### src/rtl/mem_bus_arbiter_if.sv
`default_nettype none
// ---------------------------------------------------------------------------
// mem_bus_arbiter_if
// Pipeline-side fetch/data ports, controller stall/flush and the shared
// Wishbone-style memory bus, bundled for the memory bus arbiter.
// Revision: 1.0 - initial release
// ---------------------------------------------------------------------------
interface mem_bus_arbiter_if;
  // controller
  logic [5:0]  stall_i;
  logic        flush_i;
  // fetch port
  logic        ibus_ce_i;
  logic [31:0] ibus_addr_i;
  logic [31:0] ibus_data_o;
  // data port
  logic        dbus_ce_i;
  logic        dbus_we_i;
  logic [3:0]  dbus_sel_i;
  logic [31:0] dbus_addr_i;
  logic [31:0] dbus_data_i;
  logic [31:0] dbus_data_o;
  // stall requests / error
  logic        stallreq_if_o;
  logic        stallreq_mem_o;
  logic        bus_err_o;
  // memory bus
  logic [31:0] wb_adr_o;
  logic [31:0] wb_dat_o;
  logic [31:0] wb_dat_i;
  logic        wb_we_o;
  logic [3:0]  wb_sel_o;
  logic        wb_cyc_o;
  logic        wb_stb_o;
  logic        wb_ack_i;

  // arbiter side
  modport master (
    input  stall_i, flush_i,
    input  ibus_ce_i, ibus_addr_i,
    output ibus_data_o,
    input  dbus_ce_i, dbus_we_i, dbus_sel_i, dbus_addr_i, dbus_data_i,
    output dbus_data_o,
    output stallreq_if_o, stallreq_mem_o, bus_err_o,
    output wb_adr_o, wb_dat_o, wb_we_o, wb_sel_o, wb_cyc_o, wb_stb_o,
    input  wb_dat_i, wb_ack_i
  );

  // pipeline / memory side
  modport slave (
    output stall_i, flush_i,
    output ibus_ce_i, ibus_addr_i,
    input  ibus_data_o,
    output dbus_ce_i, dbus_we_i, dbus_sel_i, dbus_addr_i, dbus_data_i,
    input  dbus_data_o,
    input  stallreq_if_o, stallreq_mem_o, bus_err_o,
    input  wb_adr_o, wb_dat_o, wb_we_o, wb_sel_o, wb_cyc_o, wb_stb_o,
    output wb_dat_i, wb_ack_i
  );
endinterface
`default_nettype wire

### src/rtl/mem_bus_arbiter.sv
`default_nettype none
// ---------------------------------------------------------------------------
// mem_bus_arbiter
// Shares one Wishbone-style memory bus between the instruction-fetch and
// data-memory ports of the pipeline. Data port has priority, returned data
// is held until the consuming pipeline register advances, and a bus cycle
// with no acknowledge is aborted after TIMEOUT cycles.
// Revision: 1.0 - initial release
// ---------------------------------------------------------------------------
module mem_bus_arbiter #(
  parameter int TIMEOUT = 256
) (
  input  logic                  clk,
  input  logic                  rst,
  mem_bus_arbiter_if.master     bus
);

  localparam int CNT_W = (TIMEOUT > 1) ? $clog2(TIMEOUT) : 1;
  localparam logic [CNT_W-1:0] TIMEOUT_LAST = CNT_W'(TIMEOUT - 1);

  typedef enum logic [1:0] {
    IDLE   = 2'd0,
    D_BUSY = 2'd1,
    I_BUSY = 2'd2
  } state_t;

  state_t           state;
  logic [CNT_W-1:0] timer;
  logic             ihold;
  logic             dhold;
  logic             discard;
  logic             bus_err;
  logic [31:0]      ibus_data;
  logic [31:0]      dbus_data;
  logic [31:0]      adr;
  logic [31:0]      dat;
  logic             we;
  logic [3:0]       sel;
  logic             cyc;
  logic             stb;

  logic             timed_out;
  logic             cycle_done;
  logic             drop_result;
  logic [31:0]      result;

  // A cycle ends on ack or when the counter reaches its last value; ack wins
  // a tie so real data is never replaced by the timeout zero.
  assign timed_out   = (timer == TIMEOUT_LAST);
  assign cycle_done  = bus.wb_ack_i | timed_out;
  // A flush in the completing cycle also kills the result.
  assign drop_result = discard | bus.flush_i;
  assign result      = bus.wb_ack_i ? bus.wb_dat_i : 32'h0;

  // Arbitration FSM, bus cycle registers, hold flags and held read data.
  always_ff @(posedge clk) begin
    if (rst) begin
      state     <= IDLE;
      timer     <= '0;
      ihold     <= 1'b0;
      dhold     <= 1'b0;
      discard   <= 1'b0;
      bus_err   <= 1'b0;
      ibus_data <= 32'h0;
      dbus_data <= 32'h0;
      adr       <= 32'h0;
      dat       <= 32'h0;
      we        <= 1'b0;
      sel       <= 4'h0;
      cyc       <= 1'b0;
      stb       <= 1'b0;
    end else begin
      bus_err <= 1'b0;

      if (ihold && (!bus.stall_i[1] || bus.flush_i)) begin
        ihold <= 1'b0;
      end
      if (dhold && (!bus.stall_i[4] || bus.flush_i)) begin
        dhold <= 1'b0;
      end

      case (state)
        IDLE: begin
          discard <= 1'b0;
          if (!bus.flush_i) begin
            if (bus.dbus_ce_i && !dhold) begin
              state <= D_BUSY;
              adr   <= bus.dbus_addr_i;
              dat   <= bus.dbus_data_i;
              we    <= bus.dbus_we_i;
              sel   <= bus.dbus_sel_i;
              cyc   <= 1'b1;
              stb   <= 1'b1;
              timer <= '0;
            end else if (bus.ibus_ce_i && !ihold) begin
              state <= I_BUSY;
              adr   <= bus.ibus_addr_i;
              dat   <= 32'h0;
              we    <= 1'b0;
              sel   <= 4'hF;
              cyc   <= 1'b1;
              stb   <= 1'b1;
              timer <= '0;
            end
          end
        end

        D_BUSY, I_BUSY: begin
          if (cycle_done) begin
            state   <= IDLE;
            cyc     <= 1'b0;
            stb     <= 1'b0;
            discard <= 1'b0;
            if (!bus.wb_ack_i) begin
              bus_err <= 1'b1;
            end
            if (!drop_result) begin
              if (state == D_BUSY) begin
                dbus_data <= result;
                dhold     <= 1'b1;
              end else begin
                ibus_data <= result;
                ihold     <= 1'b1;
              end
            end
          end else begin
            timer <= timer + 1'b1;
            if (bus.flush_i) begin
              discard <= 1'b1;
            end
          end
        end

        default: begin
          state <= IDLE;
          cyc   <= 1'b0;
          stb   <= 1'b0;
        end
      endcase
    end
  end

  assign bus.stallreq_if_o  = bus.ibus_ce_i & ~ihold & ~bus.flush_i;
  assign bus.stallreq_mem_o = bus.dbus_ce_i & ~dhold & ~bus.flush_i;

  assign bus.ibus_data_o = ibus_data;
  assign bus.dbus_data_o = dbus_data;
  assign bus.bus_err_o   = bus_err;
  assign bus.wb_adr_o    = adr;
  assign bus.wb_dat_o    = dat;
  assign bus.wb_we_o     = we;
  assign bus.wb_sel_o    = sel;
  assign bus.wb_cyc_o    = cyc;
  assign bus.wb_stb_o    = stb;

endmodule
`default_nettype wire

### src/flat_wrapper.sv
// flat-port wrapper written by rule: the top's interface ports become plain ports
module mem_bus_arbiter_flat 
#(
  parameter int TIMEOUT = 256
)
  (clk, rst, bus_stall_i, bus_flush_i, bus_ibus_ce_i, bus_ibus_addr_i, bus_ibus_data_o, bus_dbus_ce_i, bus_dbus_we_i, bus_dbus_sel_i, bus_dbus_addr_i, bus_dbus_data_i, bus_dbus_data_o, bus_stallreq_if_o, bus_stallreq_mem_o, bus_bus_err_o, bus_wb_adr_o, bus_wb_dat_o, bus_wb_we_o, bus_wb_sel_o, bus_wb_cyc_o, bus_wb_stb_o, bus_wb_dat_i, bus_wb_ack_i);
  mem_bus_arbiter_if bus_i ();
  input  logic clk;
  input  logic rst;
  input wire logic [$bits(bus_i.stall_i)-1:0] bus_stall_i;
  input wire logic [$bits(bus_i.flush_i)-1:0] bus_flush_i;
  input wire logic [$bits(bus_i.ibus_ce_i)-1:0] bus_ibus_ce_i;
  input wire logic [$bits(bus_i.ibus_addr_i)-1:0] bus_ibus_addr_i;
  output wire logic [$bits(bus_i.ibus_data_o)-1:0] bus_ibus_data_o;
  input wire logic [$bits(bus_i.dbus_ce_i)-1:0] bus_dbus_ce_i;
  input wire logic [$bits(bus_i.dbus_we_i)-1:0] bus_dbus_we_i;
  input wire logic [$bits(bus_i.dbus_sel_i)-1:0] bus_dbus_sel_i;
  input wire logic [$bits(bus_i.dbus_addr_i)-1:0] bus_dbus_addr_i;
  input wire logic [$bits(bus_i.dbus_data_i)-1:0] bus_dbus_data_i;
  output wire logic [$bits(bus_i.dbus_data_o)-1:0] bus_dbus_data_o;
  output wire logic [$bits(bus_i.stallreq_if_o)-1:0] bus_stallreq_if_o;
  output wire logic [$bits(bus_i.stallreq_mem_o)-1:0] bus_stallreq_mem_o;
  output wire logic [$bits(bus_i.bus_err_o)-1:0] bus_bus_err_o;
  output wire logic [$bits(bus_i.wb_adr_o)-1:0] bus_wb_adr_o;
  output wire logic [$bits(bus_i.wb_dat_o)-1:0] bus_wb_dat_o;
  output wire logic [$bits(bus_i.wb_we_o)-1:0] bus_wb_we_o;
  output wire logic [$bits(bus_i.wb_sel_o)-1:0] bus_wb_sel_o;
  output wire logic [$bits(bus_i.wb_cyc_o)-1:0] bus_wb_cyc_o;
  output wire logic [$bits(bus_i.wb_stb_o)-1:0] bus_wb_stb_o;
  input wire logic [$bits(bus_i.wb_dat_i)-1:0] bus_wb_dat_i;
  input wire logic [$bits(bus_i.wb_ack_i)-1:0] bus_wb_ack_i;
  assign bus_i.stall_i = bus_stall_i;
  assign bus_i.flush_i = bus_flush_i;
  assign bus_i.ibus_ce_i = bus_ibus_ce_i;
  assign bus_i.ibus_addr_i = bus_ibus_addr_i;
  assign bus_ibus_data_o = bus_i.ibus_data_o;
  assign bus_i.dbus_ce_i = bus_dbus_ce_i;
  assign bus_i.dbus_we_i = bus_dbus_we_i;
  assign bus_i.dbus_sel_i = bus_dbus_sel_i;
  assign bus_i.dbus_addr_i = bus_dbus_addr_i;
  assign bus_i.dbus_data_i = bus_dbus_data_i;
  assign bus_dbus_data_o = bus_i.dbus_data_o;
  assign bus_stallreq_if_o = bus_i.stallreq_if_o;
  assign bus_stallreq_mem_o = bus_i.stallreq_mem_o;
  assign bus_bus_err_o = bus_i.bus_err_o;
  assign bus_wb_adr_o = bus_i.wb_adr_o;
  assign bus_wb_dat_o = bus_i.wb_dat_o;
  assign bus_wb_we_o = bus_i.wb_we_o;
  assign bus_wb_sel_o = bus_i.wb_sel_o;
  assign bus_wb_cyc_o = bus_i.wb_cyc_o;
  assign bus_wb_stb_o = bus_i.wb_stb_o;
  assign bus_i.wb_dat_i = bus_wb_dat_i;
  assign bus_i.wb_ack_i = bus_wb_ack_i;
  mem_bus_arbiter #(.TIMEOUT(TIMEOUT)) u_core (.clk(clk), .rst(rst), .bus(bus_i));
endmodule
### config.mk
export PLATFORM = sky130hd
export DESIGN_NAME = mem_bus_arbiter_flat
export DESIGN_NICKNAME = d
export VERILOG_FILES = /design/src/rtl/mem_bus_arbiter_if.sv /design/src/rtl/mem_bus_arbiter.sv /design/src/flat_wrapper.sv
export SDC_FILE = /design/constraint.sdc
export NUM_CORES = 1
export LEC_CHECK = 0
export ABC_AREA = 1
export BUFFER_PORTS_ARGS = -buffer_cell sky130_fd_sc_hd__clkbuf_2
export CAP_MARGIN = 0
export CORE_MARGIN = 2
export CORE_UTILIZATION = 26
export DETAILED_ROUTE_END_ITERATION = 8
export SYNTH_ARGS = -nofsm -noshare
export SYNTH_HDL_FRONTEND = slang
export SYNTH_SLANG_ARGS = --single-unit
### constraint.sdc
create_clock -name clk -period 1.7 [get_ports clk]
set_clock_uncertainty 0.2 [all_clocks]
set_input_delay 0.17 -clock clk [delete_from_list [all_inputs] [get_ports clk]]
set_output_delay 0.17 -clock clk [all_outputs]
set_load 0.005 [all_outputs]
## After elaboration in Yosys (flattened, before gate mapping)

Cells that the tools add are included.
W data, S select, Z words.

- Memories kept: 0
- Register bits: 148
- Bits in latches: 0
- Output and inout port bits: 138
- Bits in read-only memories: 0
- Memory bits (writable): 0
- Bits of input ports: 145
- Word-level logic and storage cells: 94

- Multiplexer cells: 38
- Divide/modulo/power cells: 0
- Shift operators: 0
- Multiply operators: 0
- $add $sub $neg: 1
- Reductions and logical operators: 21
- Equality and inequality tests: 8
- Bitwise operators: 13
- Magnitude comparators: 0

Operator list:

| kind | number |
|---|---|
| $mux W32 | 5 |
| $mux W8 | 4 |
| $mux W1 | 19 |
| $pmux W8 S2 | 1 |
| $reduce_and A4 Y1 | 3 |
| $add A8 B1 Y8 const B | 1 |
| $eq A8 B8 Y1 const B | 1 |
| $mux W2 | 4 |
| $mux W4 | 2 |
| $not A1 Y1 | 7 |
| $reduce_and A3 Y1 | 2 |
| $and A1 B1 Y1 | 4 |
| $logic_and A1 B1 Y1 | 4 |
| $logic_not A1 Y1 | 4 |
| $ne A2 B2 Y1 const B | 2 |
| $pmux W1 S2 | 2 |
| $pmux W2 S2 | 1 |
| $reduce_bool A2 Y1 | 2 |
| $ne A3 B1 Y1 const B | 1 |
| $ne A3 B2 Y1 const B | 1 |
| $reduce_or A3 Y1 | 1 |
| $eq A2 B1 Y1 const B | 1 |
| $eq A2 B2 Y1 const B | 1 |
| $logic_not A2 Y1 | 1 |
| 5 further kinds | 7 |

## Depth between registers and ports, before layout

Gate-level depths: netlist of run 1.

- Depth after elaboration: 8
- Depth in mapped cells: 11
- Mapped depth without buffers: 10

## Least setup slack after synthesis of run 1

No wires, ideal clock.

- Path type: reg2reg
- Start: reg u_core.state[0]
- End: reg u_core.dbus_data[22], in the netlist u_core.bus.dbus_data_o[22]
- Path slack: -0.033 ns
- Data required time: 1.368 ns
- Setup time: 0.132 ns
- Cell stages (with the launch flop): 9
- Clock period less this slack: 1.733 ns
- Data arrival time: 1.401 ns
- Cell sequence: dfxtp_1 > inv_1 > ha_1 > inv_1 > nor2_4 > nand3_2 > buf_2 > nand2_1 > a21oi_1

- Longest elaborated chain between the ends: 3
- Elaborated cells between the ends (all ways): 4
- Classes of those cells: eq/ne: 2; reduce/logical: 2

RTL lines:

| element | RTL line | RTL |
|---|---|---|
| start: declaration | mem_bus_arbiter.sv:27 | `state_t state;` |
| start signal: assignment | mem_bus_arbiter.sv:58 | `state <= IDLE;` |
| start signal: assignment | mem_bus_arbiter.sv:87 | `state <= D_BUSY;` |
| start signal: assignment | mem_bus_arbiter.sv:96 | `state <= I_BUSY;` |
| $eq A2 B2 Y1 / $eq A2 B1 Y1 (equally long branches) | mem_bus_arbiter.sv:82, mem_bus_arbiter.sv:118 |  |
| $reduce_or A2 Y1 | mem_bus_arbiter.sv:82 | `case (state)` |
| $reduce_and A4 Y1 (no source line) (*) | - |  |
| end signal: assignment | mem_bus_arbiter.sv:119 | `dbus_data <= result;` |
| end: declaration | mem_bus_arbiter.sv:34 | `logic [31:0] dbus_data;` |

Every way passes the cells marked *; elsewhere a longest branch is shown, timed or not.
A chain may end at the register's enable or synchronous reset.

## Worst setup path after layout of run 1

- Start: reg u_core.timer[0]
- End: reg u_core.ibus_data[12], in the netlist u_core.bus.ibus_data_o[12]

- Longest elaborated chain between the ends: 3

RTL lines:

| element | RTL line | RTL |
|---|---|---|
| start: declaration | mem_bus_arbiter.sv:28 | `logic [CNT_W-1:0] timer;` |
| start signal: assignment | mem_bus_arbiter.sv:127 | `timer <= timer + 1'b1;` |
| $eq A8 B8 Y1 | mem_bus_arbiter.sv:49 | `assign timed_out = (timer == TIMEOUT_LAST);` |
| $or A1 B1 Y1 | mem_bus_arbiter.sv:50 | `assign cycle_done = bus.wb_ack_i \| timed_out;` |
| $reduce_and A4 Y1 (no source line) | - |  |
| end signal: assignment | mem_bus_arbiter.sv:122 | `ibus_data <= result;` |
| end: declaration | mem_bus_arbiter.sv:33 | `logic [31:0] ibus_data;` |

Every way passes these cells.

==> results of run 1 <==
[layer usage]
layer	up-vias	global-route usage [%]	wire [um]
li1	3707	-	-
met2	392	31.25	12050
met3	67	5.036	1677
met1	3552	20.66	10290
met5	-	0	0
met4	0	7.792	809
[layout make-up]
type | instances | area [um2]
repair buffers | 488 | 3759
inverters | 55 | 214.0
flip-flops and latches | 148 | 2969
diodes | 1 | 2.502
fillers | 2338 | 13290
multi-input cells | 566 | 3034
clock inverters | 13 | 123.9
clock buffers | 19 | 452.9
well taps | 324 | 405.4
[tightest hold or removal path, delay by kind of cell]
family | cells | cell delay (ns)
simple gates | 1 | 0.09
buf+inv | 2 | 0.37
[sequential cells by signal, indices dropped and copies added, names as in the netlist]
register / flops
u_core.bus.bus_err_o: 1
u_core.timer: 8
u_core.bus.ibus_data_o: 32
u_core.dhold: 1
u_core.ihold: 1
u_core.bus.wb_dat_o: 32
u_core.state: 2
u_core.bus.dbus_data_o: 32
u_core.discard: 1
u_core.bus.wb_sel_o: 4
u_core.bus.wb_we_o: 1
u_core.bus.wb_adr_o: 32
u_core.bus.wb_cyc_o: 1
[layout by cell type (no fill, tap or decap), types with 3 or more instances in the layout]
master	instances
buf_4	34
nand3_2	3
a21oi_1	110
nand2_1	207
clkinv_4	4
clkinvlp_4	3
clkbuf_2	276
inv_2	5
nand3_1	82
dfxtp_2	5
inv_1	48
buf_6	10
nor2_4	5
nand4_1	64
nand2_4	10
o21ai_0	6
buf_16	3
inv_6	4
o211a_1	32
dlygate4sd3_1	138
nor2_1	15
dfxtp_1	143
buf_12	18
nand2_2	18
clkbuf_16	23
[per-stage QoR]
step | power (uW) | hold WS (ns)
2_1_floorplan | 4437 | 0.1300
3_3_place_gp | 5029 | 0.2180
3_5_place_dp | 5037 | 0.2265
4_1_cts | 9162 | 0.03941
5_1_grt | 9671 | 0.06612
6_report | 9247 | 0.05835
[report_power, final]
| part | internal, uW | switching, uW | total (uW) |
|---|---|---|---|
| sequential | 3620 | 90.7 | 3710 |
| clock | 2110 | 1640 | 3760 |
| combinational | 910 | 871 | 1780 |
[logic make-up (layout without fill, tap and decap cells)]
logic type,Yosys count,count (layout),synth area share (%)
and+or+nand+nor,411,411,29.04
adders and majority gates,4,4,0.7828
AOI/OAI and AO/OA,151,151,14.38
DFF,148,148,46.34
buffers and inverters,130,575,9.452
other,0,1,0
[timing repair]
action | in CTS | in global routing
setup buffers | 6 | 13
gates cloned | 2 | 8
resized for setup | 22 | 69
pin swaps | 8 | 9
endpoints found under the hold margin | 141 | 0
hold buffers | 138 | 0
setup endpoints to repair | 109 | 137
[path summary, 6_finish.rpt]
check	depth (start not counted)	endpoint	startpoint
worst max-delay path	9	u_core.bus.ibus_data_o[12]	u_core.timer[0]
worst min-delay path	3	u_core.bus.bus_err_o	bus_wb_ack_i
worst max register to register	9	u_core.bus.ibus_data_o[12]	u_core.timer[0]
worst min register to register	2	u_core.bus.dbus_data_o[17]	u_core.bus.dbus_data_o[17]
==> results_dict.tcl, run 1 <==
set metrics [dict create \
    status "finished, violations left" \
    violations_in_the_final_reports "negative setup slack" \
    tritoncts "built" \
    port_buffers 278 \
    grt.overflow.total 0 \
    cp_cell_sequence "ha_4 > nand2_4 > nor2_4 > nand2_4 > nand2_8 > nand3_4 > clkbuf_16 > nand2_1 > a21oi_1" \
    timing.final.crit_period_ns 1.784 \
    finalInstanceArea_mm2 0.01096 \
    number_of_failing_setup_endpoints_in_the_final_timing_report 63 \
    slack_of_the_worst_reg_to_reg_path_ns -0.08 \
    ctsHtreeMaxLevel 4 \
    layout_area_overhead_pct 71.43 \
    worstMarginPinSlew_ns 0.5512 \
    synth.cells.most_frequent "234 x nand2_1, 148 x dfxtp_1, 111 x a21oi_1" \
    synthesis.instances 844 \
    largest_area_contributor_in_the_synthesized_netlist "dfxtp_1" \
    ioPinCount 283 \
    length_of_the_first_detailed_routing_pass_in_iterations 7 \
    grt_use_total_pct 17.97 \
    critical_path.startpoint_type "register" \
    layout_worst_path_cycle_share_pct 104.9 \
    clk-insertion-delay-late_ns 0.42 \
    timing.slew.headroom_pct 63.25 \
    report.final.slew_viol_count 0 \
    timing.critical_path.to_type "register" \
    synth_area_mm2 0.006394 \
    synth_top_cell_area_share_pct 46.34 \
    worst-setup-path-type "register to register" \
    yosys.cell_count.top_type "nand2_1" \
    chipWidth_um 160.8 \
    grt_start_max_net_pins 111 \
    antenna_found_initial 1 \
    grt_pass1_wl_um 37390 \
    maximum_clock_insertion_buffer_count 2 \
    dp_cells 1414 \
    placeableCoreArea_mm2 0.02425 \
    cap_viol_max_count 0 \
    worstPathArrival_ns 1.86 \
    stdcell_count 1614 \
    yosys_warnings 0 \
    yosys_register_bits 148 \
    cts.root.buffer_cell "clkbuf_16" \
    fin_nets 1425 \
    crit_buf_inv 1 \
    synth_edf_count 0 \
    min_path_type "primary input to register" \
    synth.top_cells.by_area "dfxtp_1 46%, nand2_1 14%, a21oi_1 8.7%, nand3_1 6.7%, nand4_1 6.3%" \
    synth-async-reset-ratio_pct 0 \
    path_clk_slew_ns 0.07 \
    hpwl_um 13880 \
    via_count 7718 \
    grt_setup_unrepaired "yes" \
    die-area_mm2 0.02586 \
    critPathSlowestCell "dfxtp_2" \
    initial_core_util_pct 26.37 \
    post_synth_num_cell_types 26 \
    synth_sequential_area_ratio_pct 46.34 \
    place_area_mm2 0.008280 \
    floorplan.rows 57 \
    drt_iter0_drc 599 \
    critical-path-top-delay-family "simple AND/OR/NAND/NOR gates" \
    peak_clock_frequency_supported_by_timing_mhz 560.6 \
    number_of_global_route_vias_before_repair 7472 \
    wl_um 24830 \
    route.detailed.drc 0 \
    wl_per_cell_um 15.38 \
    cts_inserted_buffers 17 \
    place.gp.congestion 0.8042 \
    antenna_violating_nets_post_route 0 \
    setup_total_negative_slack_ns -1.538 \
    post-route-worst-setup-slack_ns -0.08372 \
    hold_viol_final 0 \
    clock-sinks 148 \
    mappedNetlistNets 993 \
    die_y_um 160.8 \
    via_per_inst 4.782 \
    placement.setup.worst_slack_ns -0.06221 \
    leakagePower_uw 0.005176 \
    peak_ir_drop_on_the_vdd_network_uv 557.5 \
    cell_with_the_most_instances_on_the_worst_path "nand2_4" \
    worst-path-max-fanout 7 \
    worst_path_largest_cell_delay_ns 0.35 \
    post_route_cells_drive_above_1_share_pct 33.98 \
    cellPowerDensity_mw_per_mm2 843.6 \
    syn_area_per_cell_um2 7.575 \
    finish.utilization_pct 45.20 \
    yosys_most_used_dff "dfxtp_1" \
    timing.critical_path.required_ns 1.78 \
]
Note: power is estimated with default switching activity, not from simulation.
==> run 2: changes to the inputs <==
==> constraint.sdc (replaced) <==
create_clock -name clk -period 1.8 [get_ports clk]
set_clock_uncertainty 0.2 [all_clocks]
set_input_delay 0.18 -clock clk [delete_from_list [all_inputs] [get_ports clk]]
set_output_delay 0.18 -clock clk [all_outputs]
set_load 0.005 [all_outputs]
==> results_dict.tcl, run 2 (synthesized netlist as in run 1, its figures left out) <==
set metrics [dict create \
    status "complete, no violations" \
    die-area_mm2 0.02586 \
    worstPathArrival_ns 1.84 \
    fill_cells 2410 \
    grt_use_total_pct 17.78 \
    cap_viol_max_count 0 \
    wl_um 24690 \
    place.gp.congestion 0.7780 \
    timing.critical_path.required_ns 1.88 \
    cellPowerDensity_mw_per_mm2 837.3 \
    ctsHtreeMaxLevel 4 \
    via_count 7542 \
    hold_viol_final 0 \
    worstMarginPinSlew_ns 0.5970 \
    worst-path-max-fanout 8 \
    port_buffers 278 \
    fin_nets 1405 \
    length_of_the_first_detailed_routing_pass_in_iterations 6 \
    critical_path.startpoint_type "register" \
    timing.slew.headroom_pct 60.20 \
    maximum_clock_insertion_buffer_count 2 \
    timing.final.crit_period_ns 1.763 \
    peak_ir_drop_on_the_vdd_network_uv 640.9 \
    min_path_type "primary input to register" \
    post_route_cells_drive_above_1_share_pct 31.81 \
    antenna_violating_nets_post_route 0 \
    stdcell_count 1592 \
    chipWidth_um 160.8 \
    antenna_found_initial 1 \
    route.detailed.drc 0 \
    initial_core_util_pct 26.37 \
    number_of_global_route_vias_before_repair 7282 \
    hpwl_um 13990 \
    timing.critical_path.to_type "register" \
    cts_inserted_buffers 17 \
    wl_per_cell_um 15.51 \
    drt_iter0_drc 579 \
    report.final.slew_viol_count 0 \
    ioPinCount 283 \
    via_per_inst 4.737 \
    path_clk_slew_ns 0.06 \
    grt_pass1_wl_um 36830 \
    layout_area_overhead_pct 65.91 \
    layout_common_cells "277 x clkbuf_2, 215 x nand2_1, 144 x dfxtp_1, 138 x dlygate4sd3_1, 109 x a21oi_1" \
    dp_cells 1407 \
    tritoncts "built" \
    clock-sinks 148 \
    die_y_um 160.8 \
    worst-setup-path-type "register to register" \
    grt_start_max_net_pins 111 \
    clk-insertion-delay-late_ns 0.41 \
    peak_clock_frequency_supported_by_timing_mhz 567.4 \
    setup_total_negative_slack_ns 0 \
    number_of_failing_setup_endpoints_in_the_final_timing_report 0 \
    timing.hold.ws_ns 0.005219 \
    placeableCoreArea_mm2 0.02425 \
    slack_of_the_worst_reg_to_reg_path_ns 0.04 \
    leakagePower_uw 0.005013 \
    floorplan.rows 57 \
    cts.root.buffer_cell "clkbuf_16" \
    grt.overflow.total 0 \
    layout_worst_path_cycle_share_pct 97.92 \
    mostFrequentLayoutCell "clkbuf_2" \
    grt_setup_unrepaired "yes" \
    worst-r2r-cell-count 9 \
    min_path_cells 4 \
]
run 2: cell count changes in the layout (fill, tap and decap cells not counted), moves of 3 or more:
cell	before	now
bufinv_16	1	4
buf_6	10	3
buf_16	3	0
nand2_1	207	215
buf_12	18	14
nand2_4	10	3
buf_4	34	30
run 2: report_power, final:
group          internal (uW)  total, uW  switching, uW
logic                    747       1520            777
clock network           2400       3860           1470
registers               3420       3500           79.7
total                   6560       8880           2320
run 2: critical path: stages, from the launching register on:
cell and delay [ns]:
dfxtp_2 0.35, ha_4 0.15, nand2_4 0.06, nor2_4 0.10, nand2_2 0.09, nand2_4 0.16, nand3_4 0.17, clkbuf_16 0.23
nand2_1 0.06, a21oi_1 0.05
run 2: final cells by class:
| class | count | area [um2] | area share (%) |
|---|---|---|---|
| antenna | 1 | 2.502 | 0.02359 |
| inverter | 55 | 209.0 | 1.970 |
| tap | 324 | 405.4 | 3.822 |
| multi-input combinational | 566 | 2937 | 27.68 |
| clock inverter | 11 | 176.4 | 1.663 |
| clock buffer | 19 | 452.9 | 4.270 |
| sequential | 148 | 2968 | 27.98 |
| timing repair buffer | 468 | 3457 | 32.59 |
run 2: per-stage QoR:
step                      util [%]  setup WS [ns]  instance area (um2)  power [uW]
after global routing         43.75       -0.08149                10610        9270
final                        43.75        0.03746                10610        8882
after floorplan                  -        0.06658                 6394        4183
after global placement       33.83        0.03221                 8203        4724
after detailed placement     33.83      -0.005638                 8203        4736
after CTS                    42.45      -0.004318                10290        8901
run 2: what timing repair did:
item | CTS | global route
cloned | 1 | 7
setup buffers | 1 | 8
hold buffers | 138 | 0
gates resized for setup | 7 | 37
setup endpoints to repair | 33 | 77
endpoints found under the hold margin | 140 | 0
pin swaps | 1 | 10
run 2: final timing paths:
| check | startpoint | endpoint |
|---|---|---|
| min reg2reg | u_core.bus.dbus_data_o[13] | u_core.bus.dbus_data_o[13] |
| min | bus_wb_ack_i | u_core.discard |
| max | u_core.timer[1] | u_core.bus.dbus_data_o[31] |
| max reg2reg | u_core.timer[1] | u_core.bus.dbus_data_o[31] |
run 2: layer usage:
layer	vias to the layer above	GRT usage [%]	share of wire (%)
li1	3670	-	-
met1	3468	21.14	41
met2	346	30.60	48
met3	58	4.778	7.5
met4	0	6.940	2.9
met5	-	0	0
==> run 3: changes to the inputs <==
--- a/config.mk
+++ b/config.mk
@@ -11,6 +11,7 @@
 export CORE_MARGIN = 2
 export CORE_UTILIZATION = 26
 export DETAILED_ROUTE_END_ITERATION = 8
+export HOLD_SLACK_MARGIN = 0.02
 export SYNTH_ARGS = -nofsm -noshare
 export SYNTH_HDL_FRONTEND = slang
 export SYNTH_SLANG_ARGS = --single-unit
==> results_dict.tcl, run 3 (synthesized netlist as in run 1, its figures left out) <==
set metrics [dict create \
    finish.utilization_pct 43.79 \
    critical_path.startpoint_type "register" \
    timing.final.crit_period_ns 1.768 \
    grt_use_total_pct 17.78 \
    seq_power_share_pct 39.4 \
    fin_nets 1406 \
    ioPinCount 283 \
    share_clk_of_total_power_pct 43.5 \
    cellPowerDensity_mw_per_mm2 836.7 \
    maximum_clock_insertion_buffer_count 2 \
    cp_cell_sequence "ha_4 > nand2_4 > nor2_4 > nand2_2 > nand2_4 > nand3_4 > clkbuf_16 > nand2_1 > a21oi_1" \
    cts.root.buffer_cell "clkbuf_16" \
    timing.critical_path.required_ns 1.88 \
    post_route_cells_drive_above_1_share_pct 31.78 \
    grt_setup_unrepaired "yes" \
    final-seq-area_mm2 0.002968 \
    mostFrequentLayoutCell "clkbuf_2" \
    leakagePower_uw 0.005017 \
    worst-setup-path-type "register to register" \
    route.detailed.drc 0 \
    cap_viol_max_count 0 \
    die-area_mm2 0.02586 \
    path_clk_slew_ns 0.06 \
    hold_viol_final 0 \
    clk-insertion-delay-late_ns 0.41 \
    cts_inserted_buffers 17 \
    layout_common_cells "277 x clkbuf_2, 215 x nand2_1, 144 x dfxtp_1, 139 x dlygate4sd3_1, 109 x a21oi_1" \
    peak_ir_drop_on_the_vdd_network_uv 640.9 \
    timing.hold.ws_ns 0.08355 \
    multiInputGateArea_mm2 0.002937 \
    ctsHtreeMaxLevel 4 \
    worstMarginPinSlew_ns 0.6031 \
    timing.critical_path.to_type "register" \
    drt_iter0_drc 597 \
    layout_worst_path_cycle_share_pct 98.22 \
    initial_core_util_pct 26.37 \
    grt.overflow.total 0 \
    layout_area_overhead_pct 66.07 \
    port_buffers 278 \
    power_report.internal_total_uw 6561 \
    placeableCoreArea_mm2 0.02425 \
    antenna_found_initial 1 \
    via_per_inst 4.724 \
    place.gp.congestion 0.7780 \
    fill_cells 2409 \
    p_sw_share_pct 26.15 \
    number_of_global_route_vias_before_repair 7282 \
    worst-path-max-fanout 8 \
    grt_pass1_wl_um 36830 \
    timing.slew.headroom_pct 59.79 \
    clock-sinks 148 \
    hpwl_um 13990 \
    critPathSlowestCell "dfxtp_2" \
    antenna_violating_nets_post_route 0 \
    grt_start_max_net_pins 111 \
    net-switching-power_uw 2323 \
    length_of_the_first_detailed_routing_pass_in_iterations 5 \
    worst_path_largest_cell_delay_ns 0.35 \
    wl_um 24740 \
    worstPathArrival_ns 1.84 \
    p_comb_share_pct 17.2 \
    cell_with_the_most_instances_on_the_worst_path "nand2_4" \
    wl_per_cell_um 15.53 \
    status "complete, no violations" \
    peak_clock_frequency_supported_by_timing_mhz 565.6 \
    via_count 7526 \
    chipWidth_um 160.8 \
    tritoncts "built" \
    number_of_failing_setup_endpoints_in_the_final_timing_report 0 \
    floorplan.rows 57 \
    report.final.slew_viol_count 0 \
    die_y_um 160.8 \
    min_path_type "primary input to register" \
]
[run 3: cell count changes in the layout (fill, tap and decap cells not counted), sizes merged]
cell,previous run,this run
dlygate4sd3,138,139
[run 3: metal layers]
| layer | track usage [%] | up-vias | part of all wire (%) |
|---|---|---|---|
| li1 | - | 3674 | - |
| met4 | 6.940 | 0 | 2.8 |
| met3 | 4.778 | 54 | 7.1 |
| met5 | 0 | - | 0 |
| met1 | 21.14 | 3461 | 42 |
| met2 | 30.60 | 337 | 48 |
[run 3: worst paths after layout]
path / cells after the start / to / slack, ns / start
hold reg to reg: 2 / u_core.bus.dbus_data_o[23] / 0.26 / u_core.bus.dbus_data_o[23]
setup / recovery: 9 / u_core.bus.dbus_data_o[31] / 0.03 / u_core.timer[1]
setup reg to reg: 9 / u_core.bus.dbus_data_o[31] / 0.03 / u_core.timer[1]
hold / removal: 5 / u_core.state[1] / 0.08 / bus_dbus_ce_i
[run 3: power by group through the flow]
stage                     clock network (uW)  registers [uW]  logic, uW
final                                   3860            3500       1530
after global routing                    4100            3510       1660
after CTS                               3970            3490       1440
after detailed placement                   0            3560       1180
after global placement                     0            3550       1170
after floorplan                            0            3570        615
[run 3: through the flow]
step,setup WS (ns),TNS [ns],std cells,power [uW],instance area (um2)
after floorplan,0.06658,0,844,4183,6394
after global placement,0.03221,0,1407,4724,8203
after detailed placement,-0.005638,-0.01272,1407,4736,8203
after CTS,-0.004318,-0.004318,1577,8901,10290
after global routing,-0.08149,-1.927,1593,9272,10620
final,0.03212,0,1593,8884,10620
[run 3: layout make-up]
type                    instances  share of cell area, %
diodes                          1                0.02357
clock buffers                  19                  4.266
clock inverters                11                  1.662
inverters                      55                  1.968
multi-input cells             566                  27.66
flip-flops and latches        148                  27.95
well taps                     324                  3.818
repair buffers                469                  32.65
[run 3: critical path: cells and delay by family, from the launching register on]
family | cells | cell delay [ns]
adders and majority gates | 1 | 0.15
AOI/OAI and AO/OA | 1 | 0.06
and+or+nand+nor | 6 | 0.64
DFF | 1 | 0.35
buffers and inverters | 1 | 0.23
[run 3: what timing repair did]
item,4_1_cts,5_1_grt
pin swaps,1,10
hold buffers,138,1
setup buffers,1,8
endpoints found under the hold margin,141,1
endpoints found under the setup margin,33,77
cloned,1,7
gates resized for setup,7,37
